<file path="config.mk">
export PLATFORM = sky130hd
export DESIGN_NAME = dual_axis_stepper
export DESIGN_NICKNAME = d
export VERILOG_FILES = /design/src/rtl/dual_axis_stepper_pkg.sv /design/src/rtl/dual_axis_stepper_stepper_axis.sv /design/src/rtl/dual_axis_stepper.sv
export SDC_FILE = /design/constraint.sdc
export NUM_CORES = 1
export LEC_CHECK = 0
export ABC_AREA = 0
export BUFFER_PORTS_ARGS = -buffer_cell sky130_fd_sc_hd__buf_4
export CORE_MARGIN = 8
export CORE_UTILIZATION = 63
export CTS_CLUSTER_DIAMETER = 60
export DETAILED_ROUTE_END_ITERATION = 10
export PLACE_DENSITY = 0.87
export SYNTH_ARGS = -nofsm -noshare
export SYNTH_HDL_FRONTEND = slang
export SYNTH_HIERARCHICAL = 1
export SYNTH_SLANG_ARGS = --single-unit
</file>
<file path="constraint.sdc">
create_clock -name clk -period 6 [get_ports clk]
set_clock_uncertainty 0.05 [all_clocks]
set_input_delay 1.2 -clock clk [delete_from_list [all_inputs] [get_ports clk]]
set_output_delay 1.2 -clock clk [all_outputs]
set_load 0.02 [all_outputs]
</file>
<file path="src/rtl/dual_axis_stepper_pkg.sv">
// Shared constants and types for the dual-axis stepper: direction codes,
// axis FSM states, coil phase patterns and the angle range.
package dual_axis_stepper_pkg;

    localparam logic [1:0] DIR_STOP = 2'b00;
    localparam logic [1:0] DIR_DEC  = 2'b01;
    localparam logic [1:0] DIR_INC  = 2'b10;
    localparam logic [1:0] DIR_BAD  = 2'b11;

    typedef enum logic [1:0] {
        ST_IDLE   = 2'd0,
        ST_MOVE   = 2'd1,
        ST_SETTLE = 2'd2
    } axis_state_e;

    // Element [n] is the coil pattern for phase index n.
    localparam logic [3:0][3:0] COIL_LUT = {4'b1001, 4'b0011, 4'b0110, 4'b1100};

    localparam int unsigned DEG_MAX = 360;

    function automatic logic [3:0] coil_pattern(input logic [1:0] phase);
        return COIL_LUT[phase];
    endfunction

endpackage

</file>
<file path="src/rtl/dual_axis_stepper_stepper_axis.sv">
// One stepper axis: IDLE/MOVE/SETTLE FSM, phase index, micro-step counter and angle.
// HOLD_CURRENT_EN keeps the current phase pattern on the coils while not moving.
module stepper_axis
    import dual_axis_stepper_pkg::*;
#(
    parameter int unsigned STEPS_PER_DEG = 8,
    parameter int unsigned ANGLE_W       = 16
) (
    input  logic               clk,
    input  logic               rst_n,
    input  logic               tick_i,
    input  logic               enable_i,
    input  logic [1:0]         code_i,
    input  logic               load_i,
    input  logic [ANGLE_W-1:0] load_val_i,
    output logic [3:0]         coils_o,
    output logic [ANGLE_W-1:0] angle_o,
    output logic               busy_o
);

    localparam int unsigned MICRO_W = (STEPS_PER_DEG > 1) ? $clog2(STEPS_PER_DEG) : 1;
    localparam logic [MICRO_W-1:0] MICRO_MAX = MICRO_W'(STEPS_PER_DEG - 1);
    localparam logic [ANGLE_W-1:0] ANGLE_MAX = ANGLE_W'(DEG_MAX - 1);

    axis_state_e        state_q;
    logic [1:0]         dir_q;
    logic [1:0]         phase_q;
    logic [MICRO_W-1:0] micro_q;
    logic [ANGLE_W-1:0] angle_q;
    logic [3:0]         coils_q;
    logic               busy_q;

    logic [1:0]         code_eff_c;
    logic               move_code_c;
    logic [1:0]         step_phase_c;
    logic [MICRO_W-1:0] step_micro_c;
    logic [ANGLE_W-1:0] step_angle_c;
    logic [3:0]         idle_coils_c;

    // An invalid code behaves like stop for the FSM.
    assign code_eff_c   = (code_i == DIR_BAD) ? DIR_STOP : code_i;
    assign move_code_c  = (code_eff_c == DIR_INC) || (code_eff_c == DIR_DEC);
    assign step_phase_c = (dir_q == DIR_INC) ? phase_q + 2'd1 : phase_q - 2'd1;

`ifdef HOLD_CURRENT_EN
    assign idle_coils_c = coil_pattern(phase_q);
`else
    assign idle_coils_c = 4'b0000;
`endif

    // Micro-step and angle values if a step is taken in the latched direction.
    always_comb begin
        step_micro_c = micro_q;
        step_angle_c = angle_q;
        if (dir_q == DIR_INC) begin
            if (micro_q == MICRO_MAX) begin
                step_micro_c = '0;
                step_angle_c = (angle_q == ANGLE_MAX) ? '0 : angle_q + ANGLE_W'(1);
            end else begin
                step_micro_c = micro_q + MICRO_W'(1);
            end
        end else begin
            if (micro_q == '0) begin
                step_micro_c = MICRO_MAX;
                step_angle_c = (angle_q == '0) ? ANGLE_MAX : angle_q - ANGLE_W'(1);
            end else begin
                step_micro_c = micro_q - MICRO_W'(1);
            end
        end
    end

    always_ff @(posedge clk) begin
        if (!rst_n) begin
            state_q <= ST_IDLE;
            dir_q   <= DIR_STOP;
            phase_q <= '0;
            micro_q <= '0;
            angle_q <= '0;
            coils_q <= '0;
            busy_q  <= 1'b0;
        end else begin
            coils_q <= (state_q == ST_MOVE) ? coil_pattern(phase_q) : idle_coils_c;
            if (tick_i) begin
                case (state_q)
                    ST_IDLE: begin
                        if (enable_i && move_code_c) begin
                            state_q <= ST_MOVE;
                            dir_q   <= code_eff_c;
                            busy_q  <= 1'b1;
                            coils_q <= coil_pattern(phase_q);
                        end
                    end
                    ST_MOVE: begin
                        if (!enable_i || (code_eff_c == DIR_STOP)) begin
                            state_q <= ST_IDLE;
                            busy_q  <= 1'b0;
                            coils_q <= idle_coils_c;
                        end else if (code_eff_c == dir_q) begin
                            phase_q <= step_phase_c;
                            micro_q <= step_micro_c;
                            angle_q <= step_angle_c;
                            coils_q <= coil_pattern(step_phase_c);
                        end else begin
                            // Reversal: one dead tick before the new direction is accepted.
                            state_q <= ST_SETTLE;
                            busy_q  <= 1'b0;
                            coils_q <= idle_coils_c;
                        end
                    end
                    ST_SETTLE: state_q <= ST_IDLE;
                    default: begin
                        state_q <= ST_IDLE;
                        busy_q  <= 1'b0;
                    end
                endcase
            end
            // A preset overrides any same-cycle angle/micro update; phase is kept.
            if (load_i) begin
                angle_q <= load_val_i;
                micro_q <= '0;
            end
        end
    end

    assign coils_o = coils_q;
    assign angle_o = angle_q;
    assign busy_o  = busy_q;

endmodule

</file>
<file path="src/rtl/dual_axis_stepper.sv">
// Two-axis stepper driver: shared step prescaler, preset validation and sticky fault.
// Optional HOLD_CURRENT_EN keeps coils energised on the current phase when idle.
module dual_axis_stepper
    import dual_axis_stepper_pkg::*;
#(
    parameter int unsigned CLK_DIV       = 50000,
    parameter int unsigned STEPS_PER_DEG = 8,
    parameter int unsigned ANGLE_W       = 16
) (
    input  logic               clk,
    input  logic               rst_n,
    input  logic               enable,
    input  logic [1:0]         S_out_teta,
    input  logic [1:0]         S_out_fi,
    input  logic               load_en,
    input  logic [ANGLE_W-1:0] load_teta,
    input  logic [ANGLE_W-1:0] load_fi,
    output logic [3:0]         coils_teta,
    output logic [3:0]         coils_fi,
    output logic [ANGLE_W-1:0] teta_actual,
    output logic [ANGLE_W-1:0] fi_actual,
    output logic               busy_teta,
    output logic               busy_fi,
    output logic               fault
);

    localparam int unsigned CNT_W = $clog2(CLK_DIV);
    localparam logic [CNT_W-1:0] CNT_MAX = CNT_W'(CLK_DIV - 1);
    localparam logic [ANGLE_W-1:0] ANGLE_LIM = ANGLE_W'(DEG_MAX);

    logic [CNT_W-1:0] cnt_q;
    logic             fault_q;
    logic             tick_c;
    logic             load_ok_c;
    logic             load_apply_c;
    logic             fault_set_c;

    assign tick_c       = (cnt_q == CNT_MAX);
    assign load_ok_c    = (load_teta < ANGLE_LIM) && (load_fi < ANGLE_LIM);
    assign load_apply_c = load_en && load_ok_c;
    assign fault_set_c  = (tick_c && ((S_out_teta == DIR_BAD) || (S_out_fi == DIR_BAD)))
                        || (load_en && !load_ok_c);

    always_ff @(posedge clk) begin
        if (!rst_n) begin
            cnt_q   <= '0;
            fault_q <= 1'b0;
        end else begin
            cnt_q <= tick_c ? '0 : cnt_q + CNT_W'(1);
            if (fault_set_c) begin
                fault_q <= 1'b1;
            end
        end
    end

    stepper_axis #(
        .STEPS_PER_DEG(STEPS_PER_DEG),
        .ANGLE_W      (ANGLE_W)
    ) u_teta (
        .clk       (clk),
        .rst_n     (rst_n),
        .tick_i    (tick_c),
        .enable_i  (enable),
        .code_i    (S_out_teta),
        .load_i    (load_apply_c),
        .load_val_i(load_teta),
        .coils_o   (coils_teta),
        .angle_o   (teta_actual),
        .busy_o    (busy_teta)
    );

    stepper_axis #(
        .STEPS_PER_DEG(STEPS_PER_DEG),
        .ANGLE_W      (ANGLE_W)
    ) u_fi (
        .clk       (clk),
        .rst_n     (rst_n),
        .tick_i    (tick_c),
        .enable_i  (enable),
        .code_i    (S_out_fi),
        .load_i    (load_apply_c),
        .load_val_i(load_fi),
        .coils_o   (coils_fi),
        .angle_o   (fi_actual),
        .busy_o    (busy_fi)
    );

    assign fault = fault_q;

endmodule

</file>
* Word level (Yosys, flattened, before mapping)
Cells that the tools add are included.
Widths: inputs -> output; s select.
** Storage, ports and cells
- Output and inout bits :: 43
- Bits of input ports :: 40
- Register bits :: 77
- Logic and storage cells :: 174
** Operators by class
- $lt $le $gt $ge :: 6
- Reductions and logical operators :: 41
- Equality and inequality tests :: 27
- Bitwise logic cells :: 5
- Muxes and demuxes :: 66
- $add $sub $neg :: 13
** Operators with widths (count)
- $mux 16 :: 20
- $mux 4 :: 14
- $add 16x1->16 const B :: 3
- $bmux 4 s2 :: 4
- $eq 16x9->1 const B :: 2
- $logic_not 16->1 :: 2
- $lt 16x9->1 const B :: 2
- $sub 16x1->16 const B :: 2
- $mux 2 :: 10
- $mux 3 :: 6
- $eq 16x16->1 const B :: 1
- $eq 2x2->1 const B :: 8
- $pmux 4 s2 :: 2
- $reduce_and 4->1 :: 4
- $lt 2x3->1 const B :: 4
- $ne 3x3->1 const B :: 4
- $reduce_and 3->1 :: 4
- $reduce_and 6->1 :: 2
- $reduce_bool 2->1 :: 5
- $eq 2x1->1 const B :: 4
- $logic_not 2->1 :: 4
- $pmux 2 s2 :: 2
- $add 3x1->3 const B :: 2
- $eq 3x3->1 const B :: 2
- other kinds (15) :: 45

* Logic depth before layout (Yosys ltp)
- Depth after elaboration :: 9
- Gate-level depth with buffers :: 10
- Mapped depth without buffers :: 9

* Modules after synthesis
The synthesis kept the hierarchy.
** Modules (own cells, without submodules)
- stepper_axis :: seq. area each 600.6 sq um, instances 2, area an instance 2316.0 sq um, cells an instance 306
- dual_axis_stepper :: seq. area each 340.3 sq um, instances 1, area an instance 842.1 sq um, cells an instance 96

* Worst setup path after synthesis
Ideal clock, no wire load.
- Path kind :: input to register
- Start :: input port S_out_fi[0]
- End :: register u_fi.angle_q[8] (netlist: u_fi/angle_o[8])
- Stages :: 8
- Slack :: 2818 ps
- Required time :: 5828 ps
- Setup time :: 122 ps
- Data arrival time :: 3010 ps
- Buffers on the path :: 1
- Cells stage by stage :: inv_1 -> ha_1 -> and4bb_1 -> nand4bb_1 -> or2_2 -> buf_2 -> a311o_1 -> o311a_1
** On the way
- Cells in the longest elaborated chain, start to end :: 6
- Elaborated cells on any way between the ends :: 8
- Classes of those cells :: eq/ne: 3; mux: 1; reduce/logical: 4
** Ends and longest elaborated chain
- from (decl) :: RTL line dual_axis_stepper.sv:14 : input logic [1:0] S_out_fi,
- $eq 2x2->1 :: RTL line dual_axis_stepper_stepper_axis.sv:41 : assign code_eff_c = (code_i == DIR_BAD) ? DIR_STOP : code_i;
- $mux 2 (*) :: RTL line dual_axis_stepper_stepper_axis.sv:41
- $logic_not 2->1 :: RTL line dual_axis_stepper_stepper_axis.sv:94 : if (!enable_i || (code_eff_c == DIR_STOP)) begin
- $logic_or 1x1->1 :: RTL line dual_axis_stepper_stepper_axis.sv:94
- $ne 2x2->1 (no source line)
- $reduce_and 6->1 (no source line) (*)
- to (signal assigned) :: RTL line dual_axis_stepper_stepper_axis.sv:101 : angle_q <= step_angle_c;
- to (signal assigned) :: RTL line dual_axis_stepper_stepper_axis.sv:119 : angle_q <= load_val_i;
- to (decl) :: RTL line dual_axis_stepper_stepper_axis.sv:29 : logic [ANGLE_W-1:0] angle_q;
Mark *: on every way between the ends. The rest lies on a longest branch, timed or not.
A chain may end at the register's enable or synchronous reset.

* Worst setup path after layout
- Start :: input port S_out_fi[0]
- End :: register u_fi.angle_q[11] (netlist: u_fi/angle_o[11])
Same word-level chain as after synthesis.

==> impl_summary.txt <==
----------------------------------------------------
[Pwr]
  Share of total power in the clock network ... roughly two fifths
  Part of the total power dissipated in combinational logic ... approximately 5.7%
  Sw Share ... 26.6%
  Net switching power ... approximately 0.00025 W
  Internal power ... around 0.0007 W
  Share of total power in sequential cells ... 54.1%
  Power Density ... between 150 and 200 nW/um2
  Standby leakage power ... about 2.6 nW
  Worst vdd ir ... ~0.098 mV

[Floorplanning]
  Number of placed I/O pins ... 83
  Die width ... approximately 110 um
  Initial Util ... between 60% and 70%
  Core box area ... 8590 um2
  Die area ... about 12000 um2
  Floorplan row count ... 34
  Chip height ... between 100 and 150 um

[Synth]
  Compound-Gate Fraction of Synth Area ... about 24%
  Post-synth EDFFs ... 0
  Combinational family with the most area after synthesis ... simple AND/OR/NAND/NOR gates
  Warnings, synthesis ... 6
  Syn Inst Count ... between 700 and 800
  Synthesized flop and latch total ... 77
  XOR/XNOR share of the synthesized area ... under 10%
  Leading cell types by total area after synthesis ... sky130_fd_sc_hd__dfxtp_1 28%, sky130_fd_sc_hd__nor2_1 4.5%, sky130_fd_sc_hd__ha_1 4.3%
  Netlist cell types ... 67
  Post-Syn Area ... approximately 5500 um2
  Cell accounting for the most synthesized area ... sky130_fd_sc_hd__dfxtp_1
  Fraction of the yosys area taken by sequential cells ... between 20% and 30%
  Share of async-settable or async-resettable flops after synthesis ... 0%
  Area fraction of the dominant cell type after synthesis ... between 20% and 30%
  Avg Cell Area, Syn ... between 7 and 8 um2
  Synth Flop Type ... sky130_fd_sc_hd__dfxtp_1
  Post-synthesis share of cell area spent on full adders, half adders and majority gates ... under 10%
  Mux share of post-synthesis cell area ... around 2.2%
  Nets in the synthesized netlist ... ~770
  Most common library cells after synthesis ... 77 x sky130_fd_sc_hd__dfxtp_1, 66 x sky130_fd_sc_hd__nor2_1, 54 x sky130_fd_sc_hd__nand2_1
  Synth Area in Simple Gates ... roughly 30%
  Dominant cell by count in the synthesized netlist ... sky130_fd_sc_hd__dfxtp_1

[Setup path]
  Startpoint of the most critical register-to-register path ... cnt_q[0]$_SDFF_PP0_
  Arrival time of the worst setup path ... approximately 4.3 ns
  Crit. End Element ... flop
  Largest fanout on the critical path ... 20
  Critical path, cell by cell ... buf_4, inv_1, ha_1, and4bb_1, nand4bb_1, nor2_1, o311ai_0, o21ai_0, a31oi_1
  Highest cell delay on the worst timing path ... between 1 and 1.5 ns
  End of the worst register-to-register path ... u_fi/angle_o[11]$_SDFFE_PN0P_
  Data required time of the critical path ... roughly 6.2 ns
  Worst-case register-to-register setup slack ... ~2.2 ns
  Critical path type ... in2reg
  CP Buf/Inv Count ... 2
  Critical path launch point ... S_out_fi[0]
  Slowest CP cell ... sky130_fd_sc_hd__nor2_1
  Worst Setup Start Kind ... input port
  Worst Reg2Reg Path Length in Cells ... 9
  Cell family with most CP delay ... simple AND/OR/NAND/NOR gates

[Timing]
  Max-slew headroom ... between 10% and 20%
  Final Slew Violations ... 0
  Worst slack on hold paths ... 0.403 ns
  Final period utilization ... between 60% and 70%
  Worst-case setup margin in the final layout ... a little under 2 ns
  Max Fclk ... between 0.2 and 0.25 GHz
  Time the worst path needs with I/O delays and setup ... about 4.1 ns
  Slew @ Worst Pin ... between 1 and 1.5 ns
  Unrepaired setup endpoints after global routing ... no
  Final sum of negative setup slack ... 0 ns
  Total of endpoints with negative setup slack in the final report ... 0
  Endpoints failing hold ... 0

[GRT]
  First-pass GRT wire length ... 27.6 mm
  Overflow after GRT ... 0
  Overall track demand over capacity in global routing ... 28.7%
  Number of antenna violations at the first check in global routing ... 0
  Pin count of the biggest net entering global routing ... 40
  Vias in the first global route ... 5563

[Drt]
  Total wirelength of the detailed-routed design ... ~17 mm
  Total DRC errors in the routed layout ... 0
  Length of the first detailed-routing pass in iterations ... 5
  Number of violations reported at the end of detailed-routing iteration 0 ... about 420
  Per-cell routed wire length ... 19.7 um
  Count of antenna-violating nets left after detailed routing ... 0
  Via count ... between 5000 and 6000
  Via density per instance ... 6.72

[Hold path]
  Worst Min Path Start ... cnt_q[0]$_SDFF_PP0_
  Worst Hold Depth ... 1
  Worst Hold Path EP ... cnt_q[0]$_SDFF_PP0_
  Class of the tightest hold or removal check ... reg2reg

[Final layout]
  Final-stage net count ... 812
  Number of standard cells in the layout, taps in and fillers out ... around 870
  Diodes inserted ... 0
  Layout overhead on the synthesized area ... 13.8%
  Share of final-layout standard cells stronger than drive strength 1 ... between 10% and 20%
  Core utilization of the finished layout ... about 72%

[Clocking]
  Number of clock sinks ... 77
  Clock root buffer ... sky130_fd_sc_hd__clkbuf_8
  Clock H-tree levels ... 3
  Clock slew at reported path FFs ... approximately 0.090 ns
  Number of buffers between clock root and the deepest sink ... 2
  Clock latency on the worst-skew pair ... ~0.36 ns
  TritonCTS buffer count ... 9
  Cells resized by post-CTS repair ... 0
  Number of setup buffers added after CTS ... 0
  Count of hold-fix buffers inserted at cts ... 0
  TritonCTS clock tree ... built

[Place]
  Placement Setup Slack ... 1.66 ns
  Port bufs ... 82
  Placed instance count ... 850
  Detail Placement HPWL ... about 12 mm
  Routability congestion estimate from global placement ... between 0.9 and 1

[Run status]
  Outcome ... complete, no violations

[Job]
  Max-cap violation count ... 0

----------------------------------------------------
-- per-layer routing --
metal	wire length, um	GRT usage (%)	share of wire, %
met3	1620	6.38	9.5
met1	6660	34.6	39
met4	496	12.3	2.9
met2	8260	48.1	48
met5	0	0	0
-- worst max-delay path by stage --
stage               slack, ns                            end  cells past startpoint
global route             1.76  u_fi/angle_o[11]$_SDFFE_PN0P_                      9
floorplan                2.82   u_fi/angle_o[8]$_SDFFE_PN0P_                      8
CTS                      2.05   u_fi/angle_o[6]$_SDFFE_PN0P_                      9
finish                   1.93  u_fi/angle_o[11]$_SDFFE_PN0P_                      9
global placement         1.89  u_fi/angle_o[11]$_SDFFE_PN0P_                      9
detailed placement       1.66   u_fi/angle_o[6]$_SDFFE_PN0P_                      9
-- power by group through the flow --
stage	Clock [W]	Sequential (W)	Combinational (W)
after floorplan	0	0.000527	0.0000209
after global placement	0	0.000527	0.0000529
after detailed placement	0	0.000527	0.0000539
after CTS	0.000389	0.000515	0.0000541
after global routing	0.000411	0.000515	0.0000589
final	0.000383	0.000515	0.0000545
-- state kept, by name (all words and copies together), names as in the netlist, 3 cells and up --
name,count
u_fi/angle_o,16
u_teta/micro_q,3
u_teta/angle_o,16
u_teta/coils_o,4
u_fi/micro_q,3
u_fi/coils_o,4
cnt_q,16
-- cell families (layout without fill, tap and decap cells) --
kind of cell | Yosys count | after routing
DFF | 77 | 77
xor gates and xnor gates | 33 | 33
muxes | 12 | 12
and+or+nand+nor | 290 | 290
buffers and inverters | 79 | 129
AOI/OAI and AO/OA | 198 | 198
adders and majority gates | 19 | 19
-- layout by cell type, fill, tap and decap left out, types with 13 or more instances in the layout --
master                    count
sky130_fd_sc_hd__buf_4       87
sky130_fd_sc_hd__dfxtp_1     77
sky130_fd_sc_hd__nor2_1      66
sky130_fd_sc_hd__nand2_1     54
sky130_fd_sc_hd__a21oi_1     47
sky130_fd_sc_hd__o21ai_0     43
sky130_fd_sc_hd__inv_1       26
sky130_fd_sc_hd__nor3_1      24
sky130_fd_sc_hd__nand3_1     21
sky130_fd_sc_hd__xor2_1      19
sky130_fd_sc_hd__ha_1        19
sky130_fd_sc_hd__and3_1      18
sky130_fd_sc_hd__a31oi_1     18
sky130_fd_sc_hd__xnor2_1     14
sky130_fd_sc_hd__nand4_1     13
-- area by class of cell --
cell class | count | area [um2]
Fill cell | 690 | 2360
Clock inverter | 7 | 63.8
Sequential cell | 77 | 1540
Multi-Input combinational cell | 552 | 3610
Clock buffer | 9 | 124
Timing Repair Buffer | 87 | 653
Tap cell | 108 | 135
Inverter | 26 | 97.6
-- through the flow --
stage / power (W) / instance area (um2)
after floorplan: 0.000548 / 5470
after global placement: 0.000580 / 6040
after detailed placement: 0.000581 / 6040
after CTS: 0.000957 / 6230
after global routing: 0.000985 / 6230
final: 0.000952 / 6230
Power figures use the tool's default switching activity.
